**src/rtl/ysyx_210238_lsu_ua_pkg.sv**
```systemverilog
// Shared LSU definitions: ls_info bit indices, size codes,
// FSM encodings and the latched request bundle.
package ysyx_210238_lsu_ua_pkg;

  localparam int LS_LB  = 10;
  localparam int LS_LBU = 9;
  localparam int LS_LD  = 8;
  localparam int LS_LH  = 7;
  localparam int LS_LHU = 6;
  localparam int LS_LW  = 5;
  localparam int LS_LWU = 4;
  localparam int LS_SB  = 3;
  localparam int LS_SD  = 2;
  localparam int LS_SH  = 1;
  localparam int LS_SW  = 0;

  localparam logic [2:0] SZ_B = 3'd0;
  localparam logic [2:0] SZ_H = 3'd1;
  localparam logic [2:0] SZ_W = 3'd2;
  localparam logic [2:0] SZ_D = 3'd3;

  localparam logic [2:0] ST_IDLE = 3'd0;
  localparam logic [2:0] ST_REQ0 = 3'd1;
  localparam logic [2:0] ST_REQ1 = 3'd2;
  localparam logic [2:0] ST_DONE = 3'd3;
  localparam logic [2:0] ST_ERR  = 3'd4;

  typedef struct packed {
    logic        wr;
    logic [10:0] info;
    logic [63:0] wdata;
  } ls_req_t;

  function automatic logic [2:0] size_of(input logic [10:0] info);
    logic [2:0] s;
    s = SZ_B;
    if (info[LS_LH] | info[LS_LHU] | info[LS_SH])
      s = SZ_H;
    else if (info[LS_LW] | info[LS_LWU] | info[LS_SW])
      s = SZ_W;
    else if (info[LS_LD] | info[LS_SD])
      s = SZ_D;
    return s;
  endfunction

  function automatic logic [3:0] nbytes_of(input logic [2:0] sz);
    return 4'd1 << sz;
  endfunction

endpackage

```
**src/rtl/ysyx_210238_lsu_ua_align.sv**
```systemverilog
// Byte-lane alignment: per-beat store strobes/data and
// load merge across two beats with sign/zero extension.
module ysyx_210238_lsu_ua_align
  import ysyx_210238_lsu_ua_pkg::*;
(
  input  logic [10:0] info,
  input  logic [2:0]  off,
  input  logic        hi,
  input  logic [63:0] wdata,
  input  logic [63:0] lo_data,
  input  logic [63:0] hi_data,
  output logic [7:0]  wstrb,
  output logic [63:0] beat_wdata,
  output logic [63:0] ld_data
);

  logic [3:0]   nb;
  logic [5:0]   sh;
  logic [15:0]  m16;
  logic [15:0]  strb16;
  logic [127:0] wd128;
  logic [63:0]  raw;

  assign nb     = nbytes_of(size_of(info));
  assign sh     = {off, 3'b000};
  assign m16    = (16'h1 << nb) - 16'h1;
  assign strb16 = m16 << off;
  assign wd128  = {64'h0, wdata} << sh;

  // Upper half of each 128-bit view is what spills into the second beat
  assign wstrb      = hi ? strb16[15:8] : strb16[7:0];
  assign beat_wdata = hi ? wd128[127:64] : wd128[63:0];
  assign raw        = 64'({hi_data, lo_data} >> sh);

  always_comb begin
    ld_data = raw;
    unique case (1'b1)
      info[LS_LB]:  ld_data = {{56{raw[7]}}, raw[7:0]};
      info[LS_LBU]: ld_data = {56'h0, raw[7:0]};
      info[LS_LH]:  ld_data = {{48{raw[15]}}, raw[15:0]};
      info[LS_LHU]: ld_data = {48'h0, raw[15:0]};
      info[LS_LW]:  ld_data = {{32{raw[31]}}, raw[31:0]};
      info[LS_LWU]: ld_data = {32'h0, raw[31:0]};
      default:      ld_data = raw;
    endcase
  end

endmodule

```
**src/rtl/ysyx_210238_lsu_ua.sv**
```systemverilog
// MEM-stage load/store unit with 8-byte boundary splitting
// or misalign trapping, stalling upstream via o_hold.
module ysyx_210238_lsu_ua
  import ysyx_210238_lsu_ua_pkg::*;
#(
  parameter int ADDR_W         = 64,
  parameter bit MISALIGN_SPLIT = 1'b1
) (
  input  logic              clk,
  input  logic              rst_n,
  input  logic              i_mem_read,
  input  logic              i_mem_write,
  input  logic [ADDR_W-1:0] i_mem_addr,
  input  logic [63:0]       i_mem_wdata,
  input  logic [10:0]       i_ls_info,
  input  logic [63:0]       i_rd_data,
  input  logic [4:0]        i_rd_addr,
  input  logic              i_rd_wen,
  output logic              o_ram_valid,
  input  logic              i_ram_ready,
  output logic [ADDR_W-1:0] o_ram_addr,
  output logic              o_ram_wen,
  output logic [63:0]       o_ram_wdata,
  output logic [7:0]        o_ram_wstrb,
  output logic [2:0]        o_ram_size,
  input  logic [63:0]       i_ram_rdata,
  output logic [63:0]       o_rd_data,
  output logic [4:0]        o_rd_addr,
  output logic              o_rd_wen,
  output logic              o_mem_read,
  output logic [63:0]       o_mem_rdata,
  output logic              o_misalign,
  output logic              o_hold
);

  localparam logic [ADDR_W-1:0] BEAT = ADDR_W'(8);

  logic [2:0]        state;
  logic [ADDR_W-1:0] addr_q;
  ls_req_t           req_q;
  logic [63:0]       buf0;
  logic [63:0]       rdata_q;

  logic        cen;
  logic        nat_in;
  logic [3:0]  nb_in;
  logic [3:0]  nb_q;
  logic        cross_q;
  logic        hi;
  logic        valid;
  logic [63:0] lo_data;
  logic [63:0] hi_data;
  logic [63:0] ld_data;

  assign cen     = (i_mem_read | i_mem_write) & (|i_ls_info);
  assign nb_in   = nbytes_of(size_of(i_ls_info));
  assign nat_in  = ({1'b0, i_mem_addr[2:0]} & (nb_in - 4'd1)) == 4'd0;
  assign nb_q    = nbytes_of(size_of(req_q.info));
  assign cross_q = ({1'b0, addr_q[2:0]} + nb_q) > 4'd8;
  assign hi      = state == ST_REQ1;
  assign valid   = (state == ST_REQ0) | hi;

  // Beat 0 is taken live when it is also the last beat
  assign lo_data = hi ? buf0 : i_ram_rdata;
  assign hi_data = hi ? i_ram_rdata : 64'h0;

  ysyx_210238_lsu_ua_align u_align (
    .info       (req_q.info),
    .off        (addr_q[2:0]),
    .hi         (hi),
    .wdata      (req_q.wdata),
    .lo_data    (lo_data),
    .hi_data    (hi_data),
    .wstrb      (o_ram_wstrb),
    .beat_wdata (o_ram_wdata),
    .ld_data    (ld_data)
  );

  always_ff @(posedge clk) begin
    if (!rst_n) begin
      state   <= ST_IDLE;
      addr_q  <= '0;
      req_q   <= '0;
      buf0    <= '0;
      rdata_q <= '0;
    end else begin
      case (state)
        ST_IDLE: if (cen) begin
          addr_q <= i_mem_addr;
          req_q  <= '{wr: i_mem_write,
                      info: i_ls_info,
                      wdata: i_mem_wdata};
          state  <= (!nat_in && !MISALIGN_SPLIT) ?
                    ST_ERR : ST_REQ0;
        end
        ST_REQ0: if (i_ram_ready) begin
          buf0 <= i_ram_rdata;
          if (cross_q) begin
            state <= ST_REQ1;
          end else begin
            state <= ST_DONE;
            if (!req_q.wr) rdata_q <= ld_data;
          end
        end
        ST_REQ1: if (i_ram_ready) begin
          state <= ST_DONE;
          if (!req_q.wr) rdata_q <= ld_data;
        end
        default: state <= ST_IDLE;
      endcase
    end
  end

  assign o_ram_valid = valid;
  assign o_ram_addr  = {addr_q[ADDR_W-1:3], 3'b000} +
                       (hi ? BEAT : '0);
  assign o_ram_wen   = valid & req_q.wr;
  assign o_ram_size  = cross_q ? SZ_D : size_of(req_q.info);
  assign o_rd_data   = i_rd_data;
  assign o_rd_addr   = i_rd_addr;
  assign o_mem_read  = i_mem_read;
  assign o_mem_rdata = rdata_q;
  assign o_misalign  = state == ST_ERR;
  assign o_hold      = cen & (state != ST_DONE) &
                       (state != ST_ERR);

  always_comb begin
    o_rd_wen = i_rd_wen;
    if (state == ST_ERR)
      o_rd_wen = 1'b0;
    else if (i_mem_write && (|i_ls_info))
      o_rd_wen = 1'b0;
    else if (i_mem_read && (|i_ls_info))
      o_rd_wen = state == ST_DONE;
  end

endmodule

```
**config.mk**
```make
export PLATFORM = sky130hd
export DESIGN_NAME = ysyx_210238_lsu_ua
export DESIGN_NICKNAME = d
export VERILOG_FILES = /design/src/rtl/ysyx_210238_lsu_ua_pkg.sv /design/src/rtl/ysyx_210238_lsu_ua_align.sv /design/src/rtl/ysyx_210238_lsu_ua.sv
export SDC_FILE = /design/constraint.sdc
export NUM_CORES = 1
export LEC_CHECK = 0
export ABC_AREA = 1
export CORE_AREA = 3 3 218 220
export CTS_CLUSTER_DIAMETER = 30
export CTS_CLUSTER_SIZE = 14
export DETAILED_ROUTE_END_ITERATION = 8
export DIE_AREA = 0 0 221 223
export GPL_ROUTABILITY_DRIVEN = 1
export PLACE_DENSITY = 0.69
export SYNTH_ARGS = -nofsm -noshare
export SYNTH_HDL_FRONTEND = slang
export SYNTH_SLANG_ARGS = --single-unit
```
**constraint.sdc**
```tcl
create_clock -name clk -period 7 [get_ports clk]
set_input_delay 1.4 -clock clk [delete_from_list [all_inputs] [get_ports clk]]
set_output_delay 1.4 -clock clk [all_outputs]
set_load 0.02 [all_outputs]
```
* Yosys cells after proc, flatten, opt, wreduce, memory -nomap -nowiden
Index checks and enable logic that the tools add are counted.
** Word-level totals
- Memories kept :: 0
- Output and inout bits :: 278
- Logic and storage cells :: 69
- Bits in writable memories :: 0
- Flip-flop bits (word level) :: 271
- ROM bits :: 0
- Latch bits :: 0
- Bits of input ports :: 278
** Cells by class
- $add $sub $neg :: 3
- Magnitude comparators :: 1
- Shifts and indexed selects :: 5
- Reductions and logical operators :: 9
- Bitwise operators :: 11
- Multipliers :: 0
- Divide/modulo/power cells :: 0
- Muxes and demuxes :: 23
- Eq/ne operators :: 10
** Operators by type and width (number)
- $mux W64 :: 7
- $pmux W64 S6 :: 1
- $pmux W64 S2 :: 1
- $shl A64 B6 Y128 :: 1
- $shr A128 B6 Y64 :: 1
- $add A64 B4 Y64 :: 1
- $shl A1 B4 Y16 const A :: 1
- $shl A16 B3 Y16 :: 1
- $sub A16 B1 Y16 const B :: 1
- $mux W3 :: 4
- $reduce_or A11 Y1 :: 1
- $pmux W3 S3 :: 1
- $mux W8 :: 1
- $ne A2 B2 Y1 const B :: 4
- $or A1 B1 Y1 :: 7
- $eq A3 B2 Y1 const B :: 2
- $mux W2 :: 3
- $add A3 B4 Y4 :: 1
- $and A1 B1 Y1 :: 4
- $gt A4 B4 Y1 const B :: 1
- $mux W1 :: 4
- $mux W4 :: 1
- $reduce_and A2 Y1 :: 2
- $reduce_and A4 Y1 :: 1
- other kinds (9) :: 10

* Longest topological paths before layout
- Depth in word-level cells :: 10
- Mapped depth :: 17

* Modules after synthesis
A second synthesis with hierarchy kept.
** Unflattened totals
- Cells, all modules :: 3381
- Area total of the unflattened synthesis :: 20233.2 um^2
** By module, submodules not included
- ysyx_210238_lsu_ua :: instances 1, cells an instance 1991, seq. area each 5405.2 um^2, area each 13849.5 um^2
- ysyx_210238_lsu_ua_align :: instances 1, cells an instance 1390, seq. area each 0.0 um^2, area each 6383.6 um^2

* Worst setup path after synthesis
OpenSTA, ideal clock, no wires.
- Kind :: register to output
- Start :: register state[0]
- End :: output port o_ram_addr[37]
- Slack :: 3.298 ns
- Arrival :: 2.302 ns
- Buffers on the path :: 0
- Stages on the path, launching flop included :: 12
- Cells stage by stage :: dfxtp_1 > inv_1 > ha_1 > ha_1 > ha_1 > nand2_1 > nor2_1 > nand2_1 > nor2_2 > nand3_1 > nor3_2 > xor2_1
** Between the ends
- Cells in the longest elaborated chain, start to end :: 3
** RTL lines
- start: declaration :: RTL line ysyx_210238_lsu_ua.sv:38 : logic [2:0] state;
- start signal: assignment :: RTL line ysyx_210238_lsu_ua.sv:93 : state <= (!nat_in && !MISALIGN_SPLIT) ?
- $eq A3 B2 Y1 :: RTL line ysyx_210238_lsu_ua.sv:60 : assign hi = state == ST_REQ1;
- $mux W4 :: RTL line ysyx_210238_lsu_ua.sv:116 : (hi ? BEAT : '0);
- $add A64 B4 Y64 :: RTL line ysyx_210238_lsu_ua.sv:115 : assign o_ram_addr = {addr_q[ADDR_W-1:3], 3'b000} +
- end: declaration :: RTL line ysyx_210238_lsu_ua.sv:21 : output logic [ADDR_W-1:0] o_ram_addr,
No other way between the ends.

* Worst setup path in the final report
- Start :: register state[0]
- End :: output port o_ram_wdata[38]
** Between the ends
- Cells in the longest elaborated chain, start to end :: 2
** RTL lines
- $eq A3 B2 Y1 :: RTL line ysyx_210238_lsu_ua.sv:60
- $mux W64 :: RTL line ysyx_210238_lsu_ua_align.sv:32 : assign beat_wdata = hi ? wd128[127:64] : wd128[63:0];
- end: declaration :: RTL line ysyx_210238_lsu_ua.sv:23 : output logic [63:0] o_ram_wdata,
No other way between the ends.

==> results.json <==
{
  "gr-usage-all-layers_pct": 32.5,
  "cts-root-buf": "clkbuf_16",
  "wl_met3_um": 7200,
  "grt_pass1_vias": 21600,
  "vias": 22700,
  "ys_warn_count": 0,
  "tightest_slew_ns": 1.19,
  "mostFrequentLayoutCell": "nand2_1",
  "cts_setup_buffers": 0,
  "placed_cells": 3967,
  "slowest_delay_ns": 0.74,
  "outcome": "completed",
  "drv_slew": 0,
  "rsz0062_at_grt": "false",
  "final.setup.tns_ns": 0,
  "synth_edf_count": 0,
  "fp.dieH_um": 223,
  "remaining_drc_errors": 0,
  "path_cells": "inv_1 -> ha_4 -> nor2_2 -> inv_1 -> nor2_1 -> clkinv_1 -> o211ai_1 -> clkdlybuf4s50_1",
  "portBuffers": 412,
  "cts_tree": "done",
  "dieWidth_um": 221,
  "synth-seq-area-share_pct": 28.2,
  "p_leak_nw": 10.5,
  "gp_congestion": 1.00,
  "top_layer": "met5",
  "die_area_sq_mm": 0.0493,
  "initial_core_util_pct": 41.9,
  "layout.cells.non_filler": 4104,
  "routed_wl_um": 83400,
  "fin_crit_sh_pct": 79.4,
  "finalCriticalPeriod_ns": 5.56,
  "drive_above_1_share_pct": 5.23,
  "hpwl_um": 60300,
  "rows": 78,
  "synth_cell_types": 40,
  "finalClockSkew_ns": 0.0183,
  "setup_violations": 0,
  "synth_cells": 3220,
  "syn-cell-area_sq_mm": 0.0191,
  "postCtsHoldBufs": 0,
  "drv_cap": 0,
  "firstDrtPassIters": 6,
  "synthArstFlopShare_pct": 0,
  "startpoint_type": "register",
  "maxSlewHeadroom_pct": 20.5,
  "synthFlopType": "dfxtp_1",
  "syn_to_final_growth_pct": 33.7,
  "numCtsBuffers": 74,
  "utilization_pct": 56.0,
  "io_pins": 556,
  "viasPerCell": 5.53,
  "crit_fanout": 18,
  "final_hold_viol_count": 0,
  "htree_levels": 3,
  "clk_latency_ns": 0.60,
  "core_sq_mm": 0.0455,
  "cp_slowest_cell": "nor2_2",
  "clkSlewWorstSetupHoldPaths_ns": 0.04,
  "dr_wl_met2_um": 38800,
  "ir_drop_uv": 332,
  "ctsResizeCount": 0,
  "critPathRequiredTime_ns": 5.60,
  "grt_max_degree": 175,
  "antenna_found_initial": 5,
  "wl_per_cell_um": 20.3,
  "met1_length_um": 32800,
  "final_nets": 3731,
  "fmax_ghz": 0.180,
  "clock_path_buffers": 3,
  "powerDensity_mw_per_mm2": 523,
  "clock_sinks": 269,
  "synth.avg_cell_area_sq_um": 5.92,
  "crit_path_frequent_cell": "inv_1",
  "overflow": 0,
  "min_path_type": "reg -> reg",
  "synth_seq_cells": 269,
  "cp.arrival_ns": 4.16,
  "antenna_left": 0,
  "dr.first_iter.drc_count": 2655,
  "setup.worst_path.class": "reg -> out",
  "end_kind": "output port",
  "grt_pass1_wl_um": 126000,
  "layout_common_cells": "nand2_1, nand3_1, clkdlybuf4s50_1"
}
-- logic make-up after synthesis --
| logic type | after synthesis | synth area share, % |
|---|---|---|
| fa+ha+maj | 10 | 0.696 |
| compound gates | 579 | 16.5 |
| other cells | 1 | 0.0197 |
| mux | 2 | 0.105 |
| buf+inv | 544 | 13.0 |
| xor+xnor | 57 | 2.62 |
| flops | 269 | 28.2 |
| simple gates | 1758 | 38.8 |
-- final timing paths --
path                           from                      endpoint  slack, ns  depth (start not counted)
max           state[0]$_SDFFE_PN0P_               o_ram_wdata[38]       1.44                          8
min            buf0[5]$_SDFFE_PN0P_          buf0[5]$_SDFFE_PN0P_       0.45                          2
max reg2reg  addr_q[0]$_SDFFE_PN0P_  o_mem_rdata[15]$_SDFFE_PN0P_       2.49                         10
min reg2reg    buf0[5]$_SDFFE_PN0P_          buf0[5]$_SDFFE_PN0P_       0.45                          2
-- metrics by stage --
step	setup slack, ns	area, sq um	hold WS, ns	power [mW]
final	1.44	25500	0.453	13.3
after global routing	1.33	25500	0.472	14.2
after CTS	1.52	25500	0.450	13.3
after detailed placement	2.11	22700	0.444	9.34
after global placement	2.12	22700	0.441	9.32
after floorplan	3.30	19100	0.429	6.86
-- routing by layer --
metal	global-route usage [%]	up-vias
met5	0	-
met1	38.7	10300
met4	16.2	8
met3	8.45	247
met2	54.3	1173
li1	-	10900
-- power breakdown --
group          internal, mW  switching, mW
Sequential             2.01          0.394
Combinational          2.38           4.68
Clock                  2.78           1.09
-- final cells by class --
type | instances | area (sq um)
multi-input combinational | 2411 | 11200
fill | 4620 | 20000
clock inverter | 48 | 807
sequential | 269 | 5390
tap | 600 | 751
antenna | 3 | 7.51
clock buffer | 86 | 2010
inverter | 253 | 952
timing repair buffer | 434 | 4320
-- synth_stat cells (16+ instances only) --
master    instances  area [sq um]
o221ai_1         33           289
buf_4            86           646
nand4_1          20           125
clkbuf_1        105           394
buf_2            82           410
nand3_1         451          2260
nor3_1           33           165
inv_1           247           927
o21ai_0         307          1540
dfxtp_1         269          5390
nand2_1         903          3390
buf_1            16          60.1
a21oi_1         178           891
o22ai_1          26           163
xor2_1           57           499
o211ai_1         31           233
nor2_1          324          1220
-- flip-flops by register name, summed over array words and instances (netlist names) --
register	flops
req_q	75
addr_q	64
buf0	64
o_mem_rdata	64
state	2
-- worst max-delay path, delay by kind of cell, from the launching register on --
family                   cells  cell delay (ns)
AND/OR/NAND/NOR              2             0.95
adder cells (fa/ha/maj)      1             0.21
AO/OA/AOI/OAI                1             0.41
flip-flops                   1             0.35
buffers and inverters        4             1.64
Power figures use the tool's default switching activity.
